## src/rtl/uart_ctrl_pkg.sv

```systemverilog
// uart_ctrl_pkg: register map, TX FSM states and STATUS bit positions
// shared by the Uart MMIO controller and its bench.
package uart_ctrl_pkg;

    localparam logic [3:0] UART_TXDATA = 4'h0;
    localparam logic [3:0] UART_RXDATA = 4'h4;
    localparam logic [3:0] UART_STATUS = 4'h8;
    localparam logic [3:0] UART_BAUD   = 4'hC;

    typedef enum logic [1:0] {
        TX_IDLE,
        TX_ISSUE,
        TX_WAIT_B,
        TX_WAIT_D
    } tx_state_t;

    localparam int ST_TX_EMPTY = 0;
    localparam int ST_TX_FULL  = 1;
    localparam int ST_RX_EMPTY = 2;
    localparam int ST_RX_FULL  = 3;
    localparam int ST_TX_OVF   = 4;
    localparam int ST_RX_OVR   = 5;
    localparam int ST_RX_IE    = 6;
    localparam int ST_TX_IE    = 7;

    // Last WAIT_B cycle before giving up on busy (4 cycles total).
    localparam logic [1:0] WAIT_B_LAST = 2'd3;

endpackage

```

## src/rtl/sync_fifo.sv

```systemverilog
// sync_fifo: show-ahead synchronous FIFO with wrap-bit pointers.
// Pushes to a full FIFO and pops from an empty one are ignored.
module sync_fifo #(
    parameter int WIDTH = 8,
    parameter int DEPTH = 16,
    localparam int AW   = $clog2(DEPTH)
) (
    input  logic             clk,
    input  logic             rst,
    input  logic             push,
    input  logic [WIDTH-1:0] din,
    input  logic             pop,
    output logic [WIDTH-1:0] dout,
    output logic             full,
    output logic             empty,
    output logic [AW:0]      count
);

    logic [WIDTH-1:0] mem [DEPTH];
    logic [AW:0]      wptr;
    logic [AW:0]      rptr;
    logic             do_push;
    logic             do_pop;

    assign empty = (wptr == rptr);
    assign full  = (wptr[AW] != rptr[AW]) &&
                   (wptr[AW-1:0] == rptr[AW-1:0]);
    assign count = wptr - rptr;
    assign dout  = mem[rptr[AW-1:0]];

    assign do_push = push && !full;
    assign do_pop  = pop && !empty;

    always_ff @(posedge clk) begin
        if (rst) begin
            wptr <= '0;
            rptr <= '0;
        end else begin
            if (do_push) wptr <= wptr + 1'b1;
            if (do_pop)  rptr <= rptr + 1'b1;
        end
    end

    always_ff @(posedge clk) begin
        if (do_push) mem[wptr[AW-1:0]] <= din;
    end

endmodule

```

## src/rtl/uart_mmio_ctrl.sv

```systemverilog
// uart_mmio_ctrl: memory-mapped sequencer for the Uart byte engine,
// with TX/RX FIFOs, sticky error flags, irq and baud configuration.
module uart_mmio_ctrl
    import uart_ctrl_pkg::*;
#(
    parameter int          TX_DEPTH     = 16,
    parameter int          RX_DEPTH     = 16,
    parameter logic [31:0] CLK_FREQ     = 32'd27_000_000,
    parameter logic [31:0] BAUD_DEFAULT = 32'd115200
) (
    input  logic        clk,
    input  logic        rst,
    input  logic [3:0]  bus_addr,
    input  logic [31:0] bus_wdata,
    input  logic        bus_we,
    input  logic        bus_re,
    output logic [31:0] bus_rdata,
    output logic        bus_rvalid,
    output logic        irq,
    output logic        uart_we,
    output logic [7:0]  uart_data,
    output logic [31:0] uart_baud,
    output logic [31:0] uart_clk_freq,
    input  logic        uart_busy,
    input  logic        uart_rx_valid,
    input  logic [7:0]  uart_rx_data
);

    localparam int TXW = $clog2(TX_DEPTH);
    localparam int RXW = $clog2(RX_DEPTH);

    tx_state_t   state;
    tx_state_t   state_next;
    logic [1:0]  wait_cnt;
    logic [7:0]  data_q;
    logic [31:0] baud_reg;
    logic        tx_ovf;
    logic        rx_ovr;
    logic        tx_ie;
    logic        rx_ie;
    logic        rx_valid_q;
    logic        tx_full;
    logic        tx_empty;
    logic        rx_full;
    logic        rx_empty;
    logic [7:0]  tx_head;
    logic [7:0]  rx_head;
    logic [TXW:0] tx_count;
    logic [RXW:0] rx_count;
    logic [3:0]  sel;
    logic        wr_tx;
    logic        wr_st;
    logic        wr_baud;
    logic        rd_rx;
    logic        rx_rise;
    logic        tx_pop;
    logic [31:0] status;
    logic [31:0] rd_word;
    logic        unused_bits;

    assign sel     = {bus_addr[3:2], 2'b00};
    assign wr_tx   = bus_we && (sel == UART_TXDATA);
    assign wr_st   = bus_we && (sel == UART_STATUS);
    assign wr_baud = bus_we && (sel == UART_BAUD);
    assign rd_rx   = bus_re && (sel == UART_RXDATA);
    assign rx_rise = uart_rx_valid && !rx_valid_q;

    assign unused_bits = ^{bus_addr[1:0], tx_count, rx_count};

    sync_fifo #(
        .WIDTH (8),
        .DEPTH (TX_DEPTH)
    ) u_tx_fifo (
        .clk   (clk),
        .rst   (rst),
        .push  (wr_tx),
        .din   (bus_wdata[7:0]),
        .pop   (tx_pop),
        .dout  (tx_head),
        .full  (tx_full),
        .empty (tx_empty),
        .count (tx_count)
    );

    sync_fifo #(
        .WIDTH (8),
        .DEPTH (RX_DEPTH)
    ) u_rx_fifo (
        .clk   (clk),
        .rst   (rst),
        .push  (rx_rise),
        .din   (uart_rx_data),
        .pop   (rd_rx),
        .dout  (rx_head),
        .full  (rx_full),
        .empty (rx_empty),
        .count (rx_count)
    );

    assign status = {24'b0, tx_ie, rx_ie, rx_ovr, tx_ovf,
                     rx_full, rx_empty, tx_full, tx_empty};

    always_comb begin
        rd_word = '0;
        case (sel)
            UART_RXDATA: rd_word = rx_empty ? 32'd0 : {24'b0, rx_head};
            UART_STATUS: rd_word = status;
            UART_BAUD:   rd_word = baud_reg;
            default:     rd_word = '0;
        endcase
    end

    assign irq = (rx_ie && !rx_empty) || (tx_ie && tx_empty);
    assign uart_clk_freq = CLK_FREQ;

    // Bus side: registered reads, sticky flags (set beats clear).
    always_ff @(posedge clk) begin
        if (rst) begin
            bus_rdata  <= '0;
            bus_rvalid <= 1'b0;
            tx_ovf     <= 1'b0;
            rx_ovr     <= 1'b0;
            tx_ie      <= 1'b0;
            rx_ie      <= 1'b0;
            baud_reg   <= BAUD_DEFAULT;
            uart_baud  <= BAUD_DEFAULT;
            rx_valid_q <= 1'b0;
        end else begin
            bus_rvalid <= bus_re;
            if (bus_re) bus_rdata <= rd_word;
            if (wr_tx && tx_full) begin
                tx_ovf <= 1'b1;
            end else if (wr_st && bus_wdata[ST_TX_OVF]) begin
                tx_ovf <= 1'b0;
            end
            if (rx_rise && rx_full) begin
                rx_ovr <= 1'b1;
            end else if (wr_st && bus_wdata[ST_RX_OVR]) begin
                rx_ovr <= 1'b0;
            end
            if (wr_st) begin
                tx_ie <= bus_wdata[ST_TX_IE];
                rx_ie <= bus_wdata[ST_RX_IE];
            end
            if (wr_baud) baud_reg <= bus_wdata;
            if (state == TX_IDLE) uart_baud <= baud_reg;
            rx_valid_q <= uart_rx_valid;
        end
    end

    always_ff @(posedge clk) begin
        if (rst) begin
            state    <= TX_IDLE;
            wait_cnt <= '0;
            data_q   <= '0;
        end else begin
            state <= state_next;
            if (state == TX_WAIT_B) wait_cnt <= wait_cnt + 1'b1;
            else                    wait_cnt <= '0;
            if (state == TX_ISSUE) data_q <= tx_head;
        end
    end

    always_comb begin
        state_next = state;
        unique case (state)
            TX_IDLE: begin
                if (!tx_empty && !uart_busy) state_next = TX_ISSUE;
            end
            TX_ISSUE: begin
                state_next = TX_WAIT_B;
            end
            TX_WAIT_B: begin
                if (uart_busy)                   state_next = TX_WAIT_D;
                else if (wait_cnt == WAIT_B_LAST) state_next = TX_IDLE;
            end
            TX_WAIT_D: begin
                if (!uart_busy) state_next = TX_IDLE;
            end
            default: state_next = TX_IDLE;
        endcase
    end

    always_comb begin
        uart_we   = 1'b0;
        uart_data = data_q;
        tx_pop    = 1'b0;
        if (state == TX_ISSUE) begin
            uart_we   = 1'b1;
            uart_data = tx_head;
            tx_pop    = 1'b1;
        end
    end

endmodule

```

## config.mk

```make
export PLATFORM = sky130hd
export DESIGN_NAME = uart_mmio_ctrl
export DESIGN_NICKNAME = d
export VERILOG_FILES = /design/src/rtl/uart_ctrl_pkg.sv /design/src/rtl/sync_fifo.sv /design/src/rtl/uart_mmio_ctrl.sv
export SDC_FILE = /design/constraint.sdc
export NUM_CORES = 1
export LEC_CHECK = 0
export ABC_AREA = 1
export ABC_CLOCK_PERIOD_IN_PS = 2400
export CAP_MARGIN = 20
export CELL_PAD_IN_SITES_DETAIL_PLACEMENT = 1
export CELL_PAD_IN_SITES_GLOBAL_PLACEMENT = 1
export CORE_UTILIZATION = 46
export CTS_BUF_LIST = sky130_fd_sc_hd__clkbuf_8
export DETAILED_ROUTE_END_ITERATION = 7
export PLACE_DENSITY_LB_ADDON = 0.05
export SLEW_MARGIN = 10
export SYNTH_ARGS = -nofsm -noshare
export SYNTH_HDL_FRONTEND = slang
export SYNTH_SLANG_ARGS = --single-unit
```

## constraint.sdc

```tcl
create_clock -name clk -period 2.4 [get_ports clk]
set_clock_uncertainty 0.15 [all_clocks]
set_input_delay 0.36 -clock clk [delete_from_list [all_inputs] [get_ports clk]]
set_output_delay 0.36 -clock clk [all_outputs]
set_load 0.02 [all_outputs]
```

==> metrics.log, run 1 <==
INFO  metric run_status = complete, but fails checks
INFO  metric violations = setup timing
INFO  metric num_vias = roughly 13000
INFO  metric gpl.final_weighted_congestion = 0.791
INFO  metric placed_cells = roughly 2200
INFO  metric synth_top_area_cell = sky130_fd_sc_hd__edfxtp_1
INFO  metric vias_in_the_first_global_route = ~13000
INFO  metric end_kind = register
INFO  metric hold_path_startpoint = bus_re
INFO  metric register_bit_total_from_synthesis = slightly below 400
INFO  metric num_antenna_cells = 0
INFO  metric layout-area-overhead-vs-synth = 26.1%
INFO  metric largest_net_degree_at_the_start_of_global_routing = 65
INFO  metric synth_area_leaders = sky130_fd_sc_hd__edfxtp_1 (47%), sky130_fd_sc_hd__dfxtp_1 (17%), sky130_fd_sc_hd__nand2_1 (7.0%), sky130_fd_sc_hd__inv_1 (4.5%), sky130_fd_sc_hd__nand3_1 (4.3%)
INFO  metric yosysWarningCount = 0
INFO  metric worstPathMaxFanout = 7
INFO  metric grt_antenna_before_repair = 1
INFO  metric crit_required = 2.79 ns
INFO  metric r2r_setup_slack = -0.46 ns
INFO  metric finalHoldViolations = 0
INFO  metric final_layout_size_suffix_gt1_share = a little under a fifth
INFO  metric netlist_instances = 1665
INFO  metric fin_cells = 2429
INFO  metric clock_latency = 0.61 ns
INFO  metric critical_path_cell_by_cell = inv_4, buf_12, buf_8, buf_4, nor2_2, o21ai_1, o211ai_1, nand3_1, nand3_2, nand2_2, buf_4, buf_4, buf_4, buf_4, buf_4, buf_4, buf_4, buf_4, buf_4, nor2_2
INFO  metric clkSlewWorstSetupHoldPaths = about 0.06 ns
INFO  metric worstSetupStartpointType = register
INFO  metric fp.dieArea = approximately 37000 sq um
INFO  metric critPathMaxStageDelay = 0.35 ns
INFO  metric routed_wirelength_normalized_by_instance_count = 19.8 um
INFO  metric drt_first_pass_iters = 5
INFO  metric path_common_cell = sky130_fd_sc_hd__buf_4
INFO  metric port-buffer-count = 122
INFO  metric timing.final.max_slew_violations = 0
INFO  metric final_min_period_over_clock_period = 119%
INFO  metric pwr_density_cell = 811 nW/um^2
INFO  metric cts.root.buffer_cell = sky130_fd_sc_hd__clkbuf_8
INFO  metric setup.worst_path.class = register to register
INFO  metric totalPowerFinal = 0.0169 W
INFO  metric worst-endpoint-arrival = 3.25 ns
INFO  metric synthDominantCellAreaShare = 46.5%
INFO  metric die_h = 192 um
INFO  metric seq_area_frac_synth = 63.7%
INFO  metric final_setup_violation_count = 11
INFO  metric p_leak = 8.53 nW
INFO  metric postSynth.asyncResetShare = 0%
INFO  metric hold-path-cell-count = 3
INFO  metric dominantRegCellSynth = sky130_fd_sc_hd__edfxtp_1
INFO  metric fmax = around 350 MHz
INFO  metric fill_cells = 3965
INFO  metric remaining_drc_errors = 0
INFO  metric timing.reg2reg.worst_path_depth = 20
INFO  metric synth_edf_count = roughly 260
INFO  metric dr.first_iter.drc_count = between 700 and 800
INFO  metric grt_usage = 25.9%
INFO  metric gr-max-usage-layer = met2
INFO  metric final_nets = 1977
INFO  metric grt_use_met1 = 32.4%
INFO  metric placeableCoreArea = 35500 sq um
INFO  metric via_per_inst = 5.22
INFO  metric worst_vdd_ir = 0.626 mV
INFO  metric global_route.usage.met2 = 43.7%
INFO  metric syn_area_per_cell = just under 10 sq um
INFO  metric rsz0062_at_grt = true
INFO  metric clock_path_buffers = 3
INFO  metric grt-ovfl-total = 0
INFO  metric max_cap_viol_count = 0
INFO  metric synth_cell_types = 40
INFO  metric grt_first_pass_wirelength = 71500 um
INFO  metric layout_setup_ws = -0.463 ns
INFO  metric syn-cell-area = 16500 sq um
INFO  metric rows = 69
INFO  metric grt_util_met3 = under 10%
INFO  metric tritoncts_num_sinks = a little under 400
INFO  metric tritoncts_clock_tree = built
INFO  metric holdCritPathClass = primary input to register
INFO  metric floorplan_die_width = around 190 um
INFO  metric slew_headroom = 41.1%
INFO  metric ctsHtreeMaxLevel = 3
INFO  metric ioPinCount = 157
INFO  metric hold_end = bus_rdata[31]$_SDFFE_PP0P_
INFO  metric worstMarginPinSlew = 0.883 ns
INFO  metric dp.final_hpwl = ~29000 um
INFO  metric start_util = 46.6%
INFO  metric numCtsBuffers = approximately 70
INFO  metric slowest_stage = sky130_fd_sc_hd__dfxtp_2
INFO  metric post_cts_hold_buffer_count = 0
INFO  metric postRouteAntennaNets = 0
INFO  metric timing.final.crit_period = 2.86 ns
INFO  metric end_of_the_worst_register_to_register_path = data_q[5]$_SDFF_PP0_
INFO  metric postRouteWirelength = 48000 um
-- critical path: cells and delay by family, from the launching register on --
kind	cells	cell delay, ns
AO/OA/AOI/OAI	2	0.19
buffers and inverters	13	1.56
AND/OR/NAND/NOR	5	0.54
flip-flops	1	0.35
-- cell type report --
class | count | area, sq um | area share (%)
clock buffers | 76 | 1050 | 5.02
clock inverters | 47 | 196 | 0.943
inverters | 211 | 821 | 3.94
multi-input cells | 969 | 4980 | 23.9
flip-flops and latches | 398 | 10500 | 50.6
well taps | 461 | 577 | 2.77
repair buffers | 267 | 2680 | 12.8
-- how the worst max path moves through the flow --
stage	slack, ns	start	end	depth (start not counted)
floorplan	0.43	u_rx_fifo.wptr[4]$_SDFFE_PP0P_	u_rx_fifo.mem[11][0]$_DFFE_PP_	7
global placement	-0.10	register	uart_data[5]	8
detailed placement	-0.21	register	uart_data[5]	8
CTS	-0.33	register	data_q[3]$_SDFF_PP0_	19
global route	-0.53	register	uart_data[3]	10
finish	-0.46	register	data_q[5]$_SDFF_PP0_	20
-- per-layer routing --
layer / part of all wire, % / wire length, um / up-vias
met1: 43 / 20400 / 6275
met4: 2.6 / 1240 / 2
met2: 49 / 23500 / 317
met3: 5.9 / 2830 / 76
met5: 0.023 / 11 / -
li1: - / - / 6008
-- layout by cell type (no fill, tap or decap), types with 6 or more instances in the layout --
cell type	Yosys	layout
sky130_fd_sc_hd__inv_1	198	224
sky130_fd_sc_hd__buf_12	0	17
sky130_fd_sc_hd__a21oi_2	0	14
sky130_fd_sc_hd__conb_1	2	32
sky130_fd_sc_hd__o21ai_1	28	33
sky130_fd_sc_hd__clkinv_1	1	9
sky130_fd_sc_hd__o221ai_1	8	6
sky130_fd_sc_hd__ha_1	11	11
sky130_fd_sc_hd__o21ai_0	117	104
sky130_fd_sc_hd__buf_4	37	116
sky130_fd_sc_hd__nor2_2	5	13
sky130_fd_sc_hd__o211ai_1	32	32
sky130_fd_sc_hd__or2_2	8	8
sky130_fd_sc_hd__inv_2	9	13
sky130_fd_sc_hd__o31ai_2	0	6
sky130_fd_sc_hd__o21ai_2	1	9
sky130_fd_sc_hd__nor2_4	3	9
sky130_fd_sc_hd__xor2_1	8	8
sky130_fd_sc_hd__nand3_2	3	11
sky130_fd_sc_hd__edfxtp_1	256	256
sky130_fd_sc_hd__clkdlybuf4s50_1	0	110
sky130_fd_sc_hd__nand2_4	3	7
sky130_fd_sc_hd__nand3_1	142	134
sky130_fd_sc_hd__nand2_1	309	290
sky130_fd_sc_hd__nor2_1	120	106
sky130_fd_sc_hd__a21oi_1	111	97
sky130_fd_sc_hd__clkbuf_8	0	76
sky130_fd_sc_hd__nand2_2	1	16
sky130_fd_sc_hd__buf_6	2	11
sky130_fd_sc_hd__dfxtp_1	142	138
-- logic make-up (layout without fill, tap and decap cells) --
| family | Yosys count | count (layout) | share of synthesized area, % |
|---|---|---|---|
| compound gates | 307 | 307 | 10.1 |
| xor+xnor | 13 | 13 | 0.734 |
| fa+ha+maj | 11 | 11 | 0.833 |
| buf+inv | 328 | 601 | 8.76 |
| flops | 398 | 398 | 63.7 |
| other cells | 2 | 32 | 0.0454 |
| simple gates | 606 | 606 | 15.8 |
-- cells in the mapped netlist, types with 2 or more instances --
cell type and instances:
sky130_fd_sc_hd__xnor2_1 4, sky130_fd_sc_hd__nand2_1 309, sky130_fd_sc_hd__o31ai_1 8, sky130_fd_sc_hd__or2_2 8, sky130_fd_sc_hd__xor2_1 8, sky130_fd_sc_hd__a21oi_1 111, sky130_fd_sc_hd__buf_2 40, sky130_fd_sc_hd__o22ai_1 2
sky130_fd_sc_hd__buf_6 2, sky130_fd_sc_hd__o21ai_0 117, sky130_fd_sc_hd__buf_1 6, sky130_fd_sc_hd__nor2_1 120, sky130_fd_sc_hd__nand4_1 3, sky130_fd_sc_hd__conb_1 2, sky130_fd_sc_hd__nand2_4 3, sky130_fd_sc_hd__edfxtp_1 256
sky130_fd_sc_hd__dfxtp_1 142, sky130_fd_sc_hd__nand3_1 142, sky130_fd_sc_hd__inv_2 9, sky130_fd_sc_hd__inv_4 2, sky130_fd_sc_hd__o221ai_1 8, sky130_fd_sc_hd__buf_4 37, sky130_fd_sc_hd__nor2_2 5, sky130_fd_sc_hd__inv_1 198
sky130_fd_sc_hd__o211ai_1 32, sky130_fd_sc_hd__o21ai_1 28, sky130_fd_sc_hd__nor3_1 5, sky130_fd_sc_hd__ha_1 11, sky130_fd_sc_hd__clkbuf_1 32, sky130_fd_sc_hd__nor2_4 3, sky130_fd_sc_hd__nand3_2 3
-- power breakdown --
part	leakage (nW)	switching (W)	internal (W)
clock network	0.746	0.00271	0.00290
registers	3.47	0.000160	0.00761
logic	4.31	0.00196	0.00156
total	8.53	0.00483	0.0121
-- stage by stage --
step	setup slack [ns]	util [%]	hold slack [ns]	cell area, sq um	setup TNS [ns]
finish	-0.463	58.7	0.0893	20800	-4.09
CTS	-0.333	57.8	0.0576	20500	-3.12
detailed placement	-0.206	52.4	0.282	18600	-1.24
global placement	-0.104	52.4	0.268	18600	-0.646
global route	-0.528	58.7	0.103	20800	-5.04
floorplan	0.431	-	0.258	16600	0
-- timing repair --
item                                    in CTS  in global routing
gates resized for setup                    129                 55
cloned                                       4                  2
pin swaps                                   36                 29
endpoints found under the setup margin      10                 13
setup buffers                               41                 10
hold endpoints to repair                     0                  0
Note: power is estimated with default switching activity, not from simulation.
==> run 2: changes to the inputs <==
--- a/config.mk
+++ b/config.mk
@@ -14,7 +14,7 @@
 export CTS_BUF_LIST = sky130_fd_sc_hd__clkbuf_8
 export DETAILED_ROUTE_END_ITERATION = 7
 export PLACE_DENSITY_LB_ADDON = 0.05
-export SLEW_MARGIN = 10
+export SLEW_MARGIN = 40
 export SYNTH_ARGS = -nofsm -noshare
 export SYNTH_HDL_FRONTEND = slang
 export SYNTH_SLANG_ARGS = --single-unit
==> metrics.log, run 2 (synthesized netlist as in run 1, its figures left out) <==
INFO  metric post_cts_hold_buffer_count = 0
INFO  metric dp.final_hpwl = around 29000 um
INFO  metric postRouteAntennaNets = 0
INFO  metric layout_common_cells = sky130_fd_sc_hd__nand2_1 (290), sky130_fd_sc_hd__edfxtp_1 (256), sky130_fd_sc_hd__inv_1 (224), sky130_fd_sc_hd__dfxtp_1 (138), sky130_fd_sc_hd__nand3_1 (134)
INFO  metric final_layout_size_suffix_gt1_share = 18.4%
INFO  metric worstSetupStartpointType = register
INFO  metric postRouteWirelength = 48000 um
INFO  metric slew_headroom = ~46%
INFO  metric r2r_setup_slack = -0.46 ns
INFO  metric largest_net_degree_at_the_start_of_global_routing = 65
INFO  metric num_antenna_cells = 0
INFO  metric swShare = roughly 29%
INFO  metric fp.dieArea = 36700 sq um
INFO  metric port-buffer-count = 122
INFO  metric hold-path-cell-count = 3
INFO  metric pwr_density_cell = 811 nW/um^2
INFO  metric grt_usage = 25.9%
INFO  metric register_area = about 11000 sq um
INFO  metric clock_latency = roughly 0.6 ns
INFO  metric worstPathMaxFanout = 7
INFO  metric fin_tns_setup = -4.09 ns
INFO  metric ctsHtreeMaxLevel = 3
INFO  metric power_frac_clock = approximately a third
INFO  metric dr.first_iter.drc_count = 706
INFO  metric end_of_the_worst_register_to_register_path = data_q[5]$_SDFF_PP0_
INFO  metric worst_vdd_ir = 0.627 mV
INFO  metric final_setup_violation_count = 11
INFO  metric run_status = complete, but fails checks
INFO  metric layout-area-overhead-vs-synth = 26.1%
INFO  metric worstMarginPinSlew = 0.808 ns
INFO  metric final_nets = approximately 2000
INFO  metric timing.final.max_slew_violations = 0
INFO  metric p_leak = 8.53 nW
INFO  metric violations = setup timing
INFO  metric max_cap_viol_count = 0
INFO  metric numCtsBuffers = 69
INFO  metric seq_power_share = 46.0%
INFO  metric fill_cells = 3963
INFO  metric remaining_drc_errors = 0
INFO  metric internal_power = roughly 0.012 W
INFO  metric hold_end = bus_rdata[31]$_SDFFE_PP0P_
INFO  metric start_util = 46.6%
INFO  metric clock_path_buffers = 3
INFO  metric multiInputGateArea = around 5000 sq um
INFO  metric rsz0062_at_grt = true
INFO  metric timing.reg2reg.worst_path_depth = 20
INFO  metric gpl.final_weighted_congestion = 0.791
INFO  metric worst-endpoint-arrival = 3.26 ns
INFO  metric clkSlewWorstSetupHoldPaths = 0.06 ns
INFO  metric grt_antenna_before_repair = 1
INFO  metric hold_path_startpoint = bus_re
INFO  metric holdCritPathClass = primary input to register
INFO  metric finalHoldViolations = 0
INFO  metric timing.final.crit_period = 2.86 ns
INFO  metric tritoncts_clock_tree = built
INFO  metric crit_required = 2.79 ns
INFO  metric grt-ovfl-total = 0
INFO  metric grt_first_pass_wirelength = 71500 um
INFO  metric totalPowerFinal = 0.0169 W
INFO  metric num_vias = about 13000
INFO  metric cts.root.buffer_cell = sky130_fd_sc_hd__clkbuf_8
INFO  metric via_per_inst = about 5.2
INFO  metric die_h = 192 um
INFO  metric layout_commonest_cell = sky130_fd_sc_hd__nand2_1
INFO  metric final_min_period_over_clock_period = 119%
INFO  metric pwr-share-comb = 20.8%
INFO  metric floorplan_die_width = roughly 190 um
INFO  metric rows = 69
INFO  metric ioPinCount = 157
INFO  metric end_kind = register
INFO  metric fmax = between 300 and 400 MHz
INFO  metric fin_worst_hold_slack = roughly 0.089 ns
INFO  metric layout_setup_ws = -0.463 ns
INFO  metric routed_wirelength_normalized_by_instance_count = 19.8 um
INFO  metric drt_first_pass_iters = 5
INFO  metric placeableCoreArea = 35500 sq um
INFO  metric netSwitchingPower = about 0.0048 W
INFO  metric vias_in_the_first_global_route = 13237
INFO  metric setup.worst_path.class = register to register
INFO  metric tritoncts_num_sinks = 398
run 2: cell counts in the layout (fill, tap and decap cells not counted):
No cell type changed its count.
run 2: repair_timing:
action,in CTS,in global routing
pin swaps,36,29
endpoints found under the setup margin,10,13
setup buffers,41,10
gates cloned,4,2
resized for setup,129,55
run 2: worst max-delay path by stage:
stage	slack (ns)	endpoint	depth (start not counted)
after floorplan	0.43	u_rx_fifo.mem[11][0]$_DFFE_PP_	7
after global placement	-0.10	uart_data[5]	8
after detailed placement	-0.21	uart_data[5]	8
after CTS	-0.33	data_q[3]$_SDFF_PP0_	19
after global routing	-0.53	uart_data[3]	10
final	-0.46	data_q[5]$_SDFF_PP0_	20
run 2: stage by stage:
stage	util, %	worst slack (ns)	instance area (sq um)	cells
after floorplan	-	0.431	16600	1695
after global placement	52.4	-0.104	18600	2249
after detailed placement	52.4	-0.206	18600	2249
after CTS	57.8	-0.333	20500	2417
after global routing	58.7	-0.528	20800	2429
final	58.7	-0.463	20800	2429
run 2: routing by layer:
layer	routed length, um	part of all wire [%]	global-route usage, %	vias up
met1	20400	43	32.4	6273
met2	23500	49	43.7	319
met4	1240	2.6	9.62	2
met5	11	0.023	0	-
met3	2830	5.9	6.02	76
li1	-	-	-	6008
run 2: cell type report:
cell class                      instances  share of cell area (%)
Clock buffer                           76                    5.02
Clock inverter                         47                   0.943
Inverter                              211                    3.95
Multi-Input combinational cell        969                    23.9
Sequential cell                       398                    50.6
Tap cell                              461                    2.77
Timing Repair Buffer                  267                    12.8
run 2: power by group through the flow:
stage	combinational (W)	clock, W	sequential [W]
6_report	0.00352	0.00561	0.00777
4_1_cts	0.00333	0.00572	0.00777
5_1_grt	0.00380	0.00602	0.00780
3_3_place_gp	0.00270	0	0.00789
2_1_floorplan	0.00130	0	0.00812
3_5_place_dp	0.00277	0	0.00790
run 2: worst max-delay path, stage by stage, from the launching register on:
cell and delay, ns:
sky130_fd_sc_hd__dfxtp_2 0.35, sky130_fd_sc_hd__inv_4 0.05, sky130_fd_sc_hd__buf_12 0.13, sky130_fd_sc_hd__buf_8 0.13, sky130_fd_sc_hd__buf_4 0.14, sky130_fd_sc_hd__nor2_2 0.07, sky130_fd_sc_hd__o21ai_1 0.08, sky130_fd_sc_hd__o211ai_1 0.11
sky130_fd_sc_hd__nand3_1 0.17, sky130_fd_sc_hd__nand3_2 0.15, sky130_fd_sc_hd__nand2_2 0.07, sky130_fd_sc_hd__buf_4 0.13, sky130_fd_sc_hd__buf_4 0.12, sky130_fd_sc_hd__buf_4 0.12, sky130_fd_sc_hd__buf_4 0.12, sky130_fd_sc_hd__buf_4 0.12
sky130_fd_sc_hd__buf_4 0.12, sky130_fd_sc_hd__buf_4 0.12, sky130_fd_sc_hd__buf_4 0.13, sky130_fd_sc_hd__buf_4 0.13, sky130_fd_sc_hd__nor2_2 0.08
==> run 3: changes to the inputs <==
--- a/config.mk
+++ b/config.mk
@@ -10,10 +10,12 @@
 export CAP_MARGIN = 20
 export CELL_PAD_IN_SITES_DETAIL_PLACEMENT = 1
 export CELL_PAD_IN_SITES_GLOBAL_PLACEMENT = 1
-export CORE_UTILIZATION = 46
+export CORE_UTILIZATION = 52
 export CTS_BUF_LIST = sky130_fd_sc_hd__clkbuf_8
 export DETAILED_ROUTE_END_ITERATION = 7
+export DONT_BUFFER_PORTS = 1
 export PLACE_DENSITY_LB_ADDON = 0.05
+export SKIP_LAST_GASP = 1
 export SLEW_MARGIN = 40
 export SYNTH_ARGS = -nofsm -noshare
 export SYNTH_HDL_FRONTEND = slang
==> metrics.log, run 3 (synthesized netlist as in run 1, its figures left out) <==
INFO  metric timing.final.crit_period = 2.75 ns
INFO  metric layout_commonest_cell = sky130_fd_sc_hd__nand2_1
INFO  metric final_util = a little over three fifths
INFO  metric layout_setup_ws = -0.348 ns
INFO  metric max_cap_viol_count = 0
INFO  metric dp.final_hpwl = 27200 um
INFO  metric finalHoldViolations = 0
INFO  metric worstPathMaxFanout = 14
INFO  metric power_frac_clock = between 30% and 40%
INFO  metric crit_required = 1.89 ns
INFO  metric fill_cells = 3356
INFO  metric hold-path-cell-count = 5
INFO  metric r2r_setup_slack = 0.16 ns
INFO  metric worst_vdd_ir = roughly 0.70 mV
INFO  metric fmax = approximately 360 MHz
INFO  metric holdCritPathClass = primary input to register
INFO  metric r2r-start = u_rx_fifo.rptr[4]$_SDFFE_PP0P_
INFO  metric worstSetupStartpointType = register
INFO  metric ioPinCount = 157
INFO  metric grt_antenna_before_repair = 1
INFO  metric fin_cells = 2229
INFO  metric numCtsBuffers = 67
INFO  metric internal_power = 0.0113 W
INFO  metric totalPowerFinal = 0.0161 W
INFO  metric placeableCoreArea = 30900 sq um
INFO  metric final_setup_violation_count = 8
INFO  metric clock_latency = 0.61 ns
INFO  metric pre_cts_ws = 0.0757 ns
INFO  metric fp.dieArea = between 30000 and 40000 sq um
INFO  metric critical_path_cell_by_cell = buf_12, buf_16, o21ai_2, nor2_1, o31ai_2, nand3_1, nand2_2, inv_4
INFO  metric end_kind = primary output
INFO  metric grt_usage = between 20% and 30%
INFO  metric seq_power_share = between 50% and 60%
INFO  metric pwr-share-comb = 14.2%
INFO  metric ctsHtreeMaxLevel = 3
INFO  metric largest_net_degree_at_the_start_of_global_routing = 65
INFO  metric routed_wirelength_normalized_by_instance_count = 21.4 um
INFO  metric pwr_density_cell = around 830 nW/um^2
INFO  metric fin_worst_hold_slack = roughly 0.045 ns
INFO  metric grt-ovfl-total = 0
INFO  metric worst-endpoint-arrival = 2.24 ns
INFO  metric layout-area-overhead-vs-synth = 17.8%
INFO  metric timing.final.max_slew_violations = 0
INFO  metric final_nets = 1842
INFO  metric layout_common_cells = sky130_fd_sc_hd__nand2_1 (295), sky130_fd_sc_hd__edfxtp_1 (256), sky130_fd_sc_hd__inv_1 (215), sky130_fd_sc_hd__nand3_1 (135), sky130_fd_sc_hd__dfxtp_1 (133)
INFO  metric tritoncts_clock_tree = built
INFO  metric swShare = 29.4%
INFO  metric hold_path_startpoint = bus_addr[3]
INFO  metric final_min_period_over_clock_period = 115%
INFO  metric critPathMaxStageDelay = approximately 0.42 ns
INFO  metric floorplan_die_width = 180 um
INFO  metric netSwitchingPower = around 0.0047 W
INFO  metric port-buffer-count = 0
INFO  metric setup.worst_path.class = register to primary output
INFO  metric start_util = 53.5%
INFO  metric worstMarginPinSlew = a little under 0.9 ns
INFO  metric p_leak = approximately 7.9 nW
INFO  metric clock_path_buffers = 3
INFO  metric slew_headroom = 40.7%
INFO  metric grt_first_pass_wirelength = 73600 um
INFO  metric gpl.final_weighted_congestion = approximately 0.81
INFO  metric run_status = complete, but fails checks
INFO  metric placed_cells = 2026
INFO  metric final_layout_size_suffix_gt1_share = 15.9%
INFO  metric cts.root.buffer_cell = sky130_fd_sc_hd__clkbuf_8
INFO  metric via_per_inst = 5.54
INFO  metric violations = setup timing
INFO  metric clkSlewWorstSetupHoldPaths = around 0.050 ns
INFO  metric drt_first_pass_iters = 5
INFO  metric die_h = 180 um
INFO  metric tritoncts_num_sinks = 398
INFO  metric rows = 64
INFO  metric rsz0062_at_grt = true
INFO  metric end_of_the_worst_register_to_register_path = u_rx_fifo.mem[14][6]$_DFFE_PP_
INFO  metric timing.reg2reg.worst_path_depth = 7
INFO  metric num_vias = approximately 12000
INFO  metric postRouteAntennaNets = 0
INFO  metric vias_in_the_first_global_route = 13048
INFO  metric slowest_stage = sky130_fd_sc_hd__dfxtp_4
INFO  metric postRouteWirelength = 47600 um
INFO  metric hold_end = u_rx_fifo.rptr[1]$_SDFFE_PP0P_
INFO  metric remaining_drc_errors = 0
INFO  metric dr.first_iter.drc_count = 822
[run 3: changes by cell type in the layout (fill, tap and decap cells not counted), moves of 9 or more]
| cell | delta |
|---|---|
| sky130_fd_sc_hd__dlygate4sd3_1 | +46 |
| sky130_fd_sc_hd__buf_4 | -60 |
| sky130_fd_sc_hd__inv_1 | -9 |
| sky130_fd_sc_hd__clkdlybuf4s50_1 | -110 |
[run 3: what timing repair did]
action | in CTS | in global routing
pin swaps | 36 | 23
endpoints found under the hold margin | 368 | 0
setup buffers | 12 | 9
cloned | 9 | 0
hold buffers | 52 | 0
setup endpoints to repair | 9 | 23
gates resized for setup | 78 | 32
[run 3: worst max-delay path by stage]
stage | startpoint | to | slack (ns) | depth (start not counted)
floorplan | u_rx_fifo.wptr[4]$_SDFFE_PP0P_ | u_rx_fifo.mem[11][0]$_DFFE_PP_ | 0.43 | 7
global placement | u_rx_fifo.wptr[3]$_SDFFE_PP0P_ | u_rx_fifo.mem[1][0]$_DFFE_PP_ | 0.11 | 7
detailed placement | u_rx_fifo.wptr[3]$_SDFFE_PP0P_ | u_rx_fifo.mem[13][0]$_DFFE_PP_ | 0.08 | 7
CTS | register | uart_data[1] | -0.27 | 9
global route | register | uart_data[3] | -0.44 | 10
finish | register | uart_data[3] | -0.35 | 8
[run 3: power groups by stage]
stage / logic (W) / clock network (W) / registers, W
2_1_floorplan: 0.00130 / 0 / 0.00812
3_3_place_gp: 0.00162 / 0 / 0.00820
3_5_place_dp: 0.00168 / 0 / 0.00821
4_1_cts: 0.00213 / 0.00578 / 0.00808
5_1_grt: 0.00248 / 0.00604 / 0.00812
6_report: 0.00229 / 0.00569 / 0.00809
[run 3: worst max-delay path, delay by kind of cell, from the launching register on]
kind	cells	cell delay, ns
buffers and inverters	3	0.36
AND/OR/NAND/NOR	3	0.40
flip-flops	1	0.42
AO/OA/AOI/OAI	2	0.43
[run 3: area by class of cell]
class	count	area [sq um]	share of cell area (%)
Clock inverter	42	188	0.964
Inverter	211	837	4.30
Tap cell	396	495	2.54
Antenna cell	1	2.50	0.0129
Sequential cell	398	10500	54.2
Clock buffer	78	1070	5.51
Timing Repair inverter	2	17.5	0.0900
Multi-Input combinational cell	969	4900	25.2
Timing Repair Buffer	132	1400	7.21
[run 3: metrics by stage]
step / TNS [ns] / area (sq um)
finish: -2.25 / 19500
global route: -3.03 / 19500
global placement: 0 / 17000
CTS: -2.02 / 19300
detailed placement: 0 / 17000
floorplan: 0 / 16600
[run 3: metal layers]
metal | routed length (um) | global-route usage [%]
met3 | 3300 | 6.87
met1 | 19700 | 37.1
met5 | 0 | 0
met4 | 1010 | 9.26
met2 | 23600 | 50.3
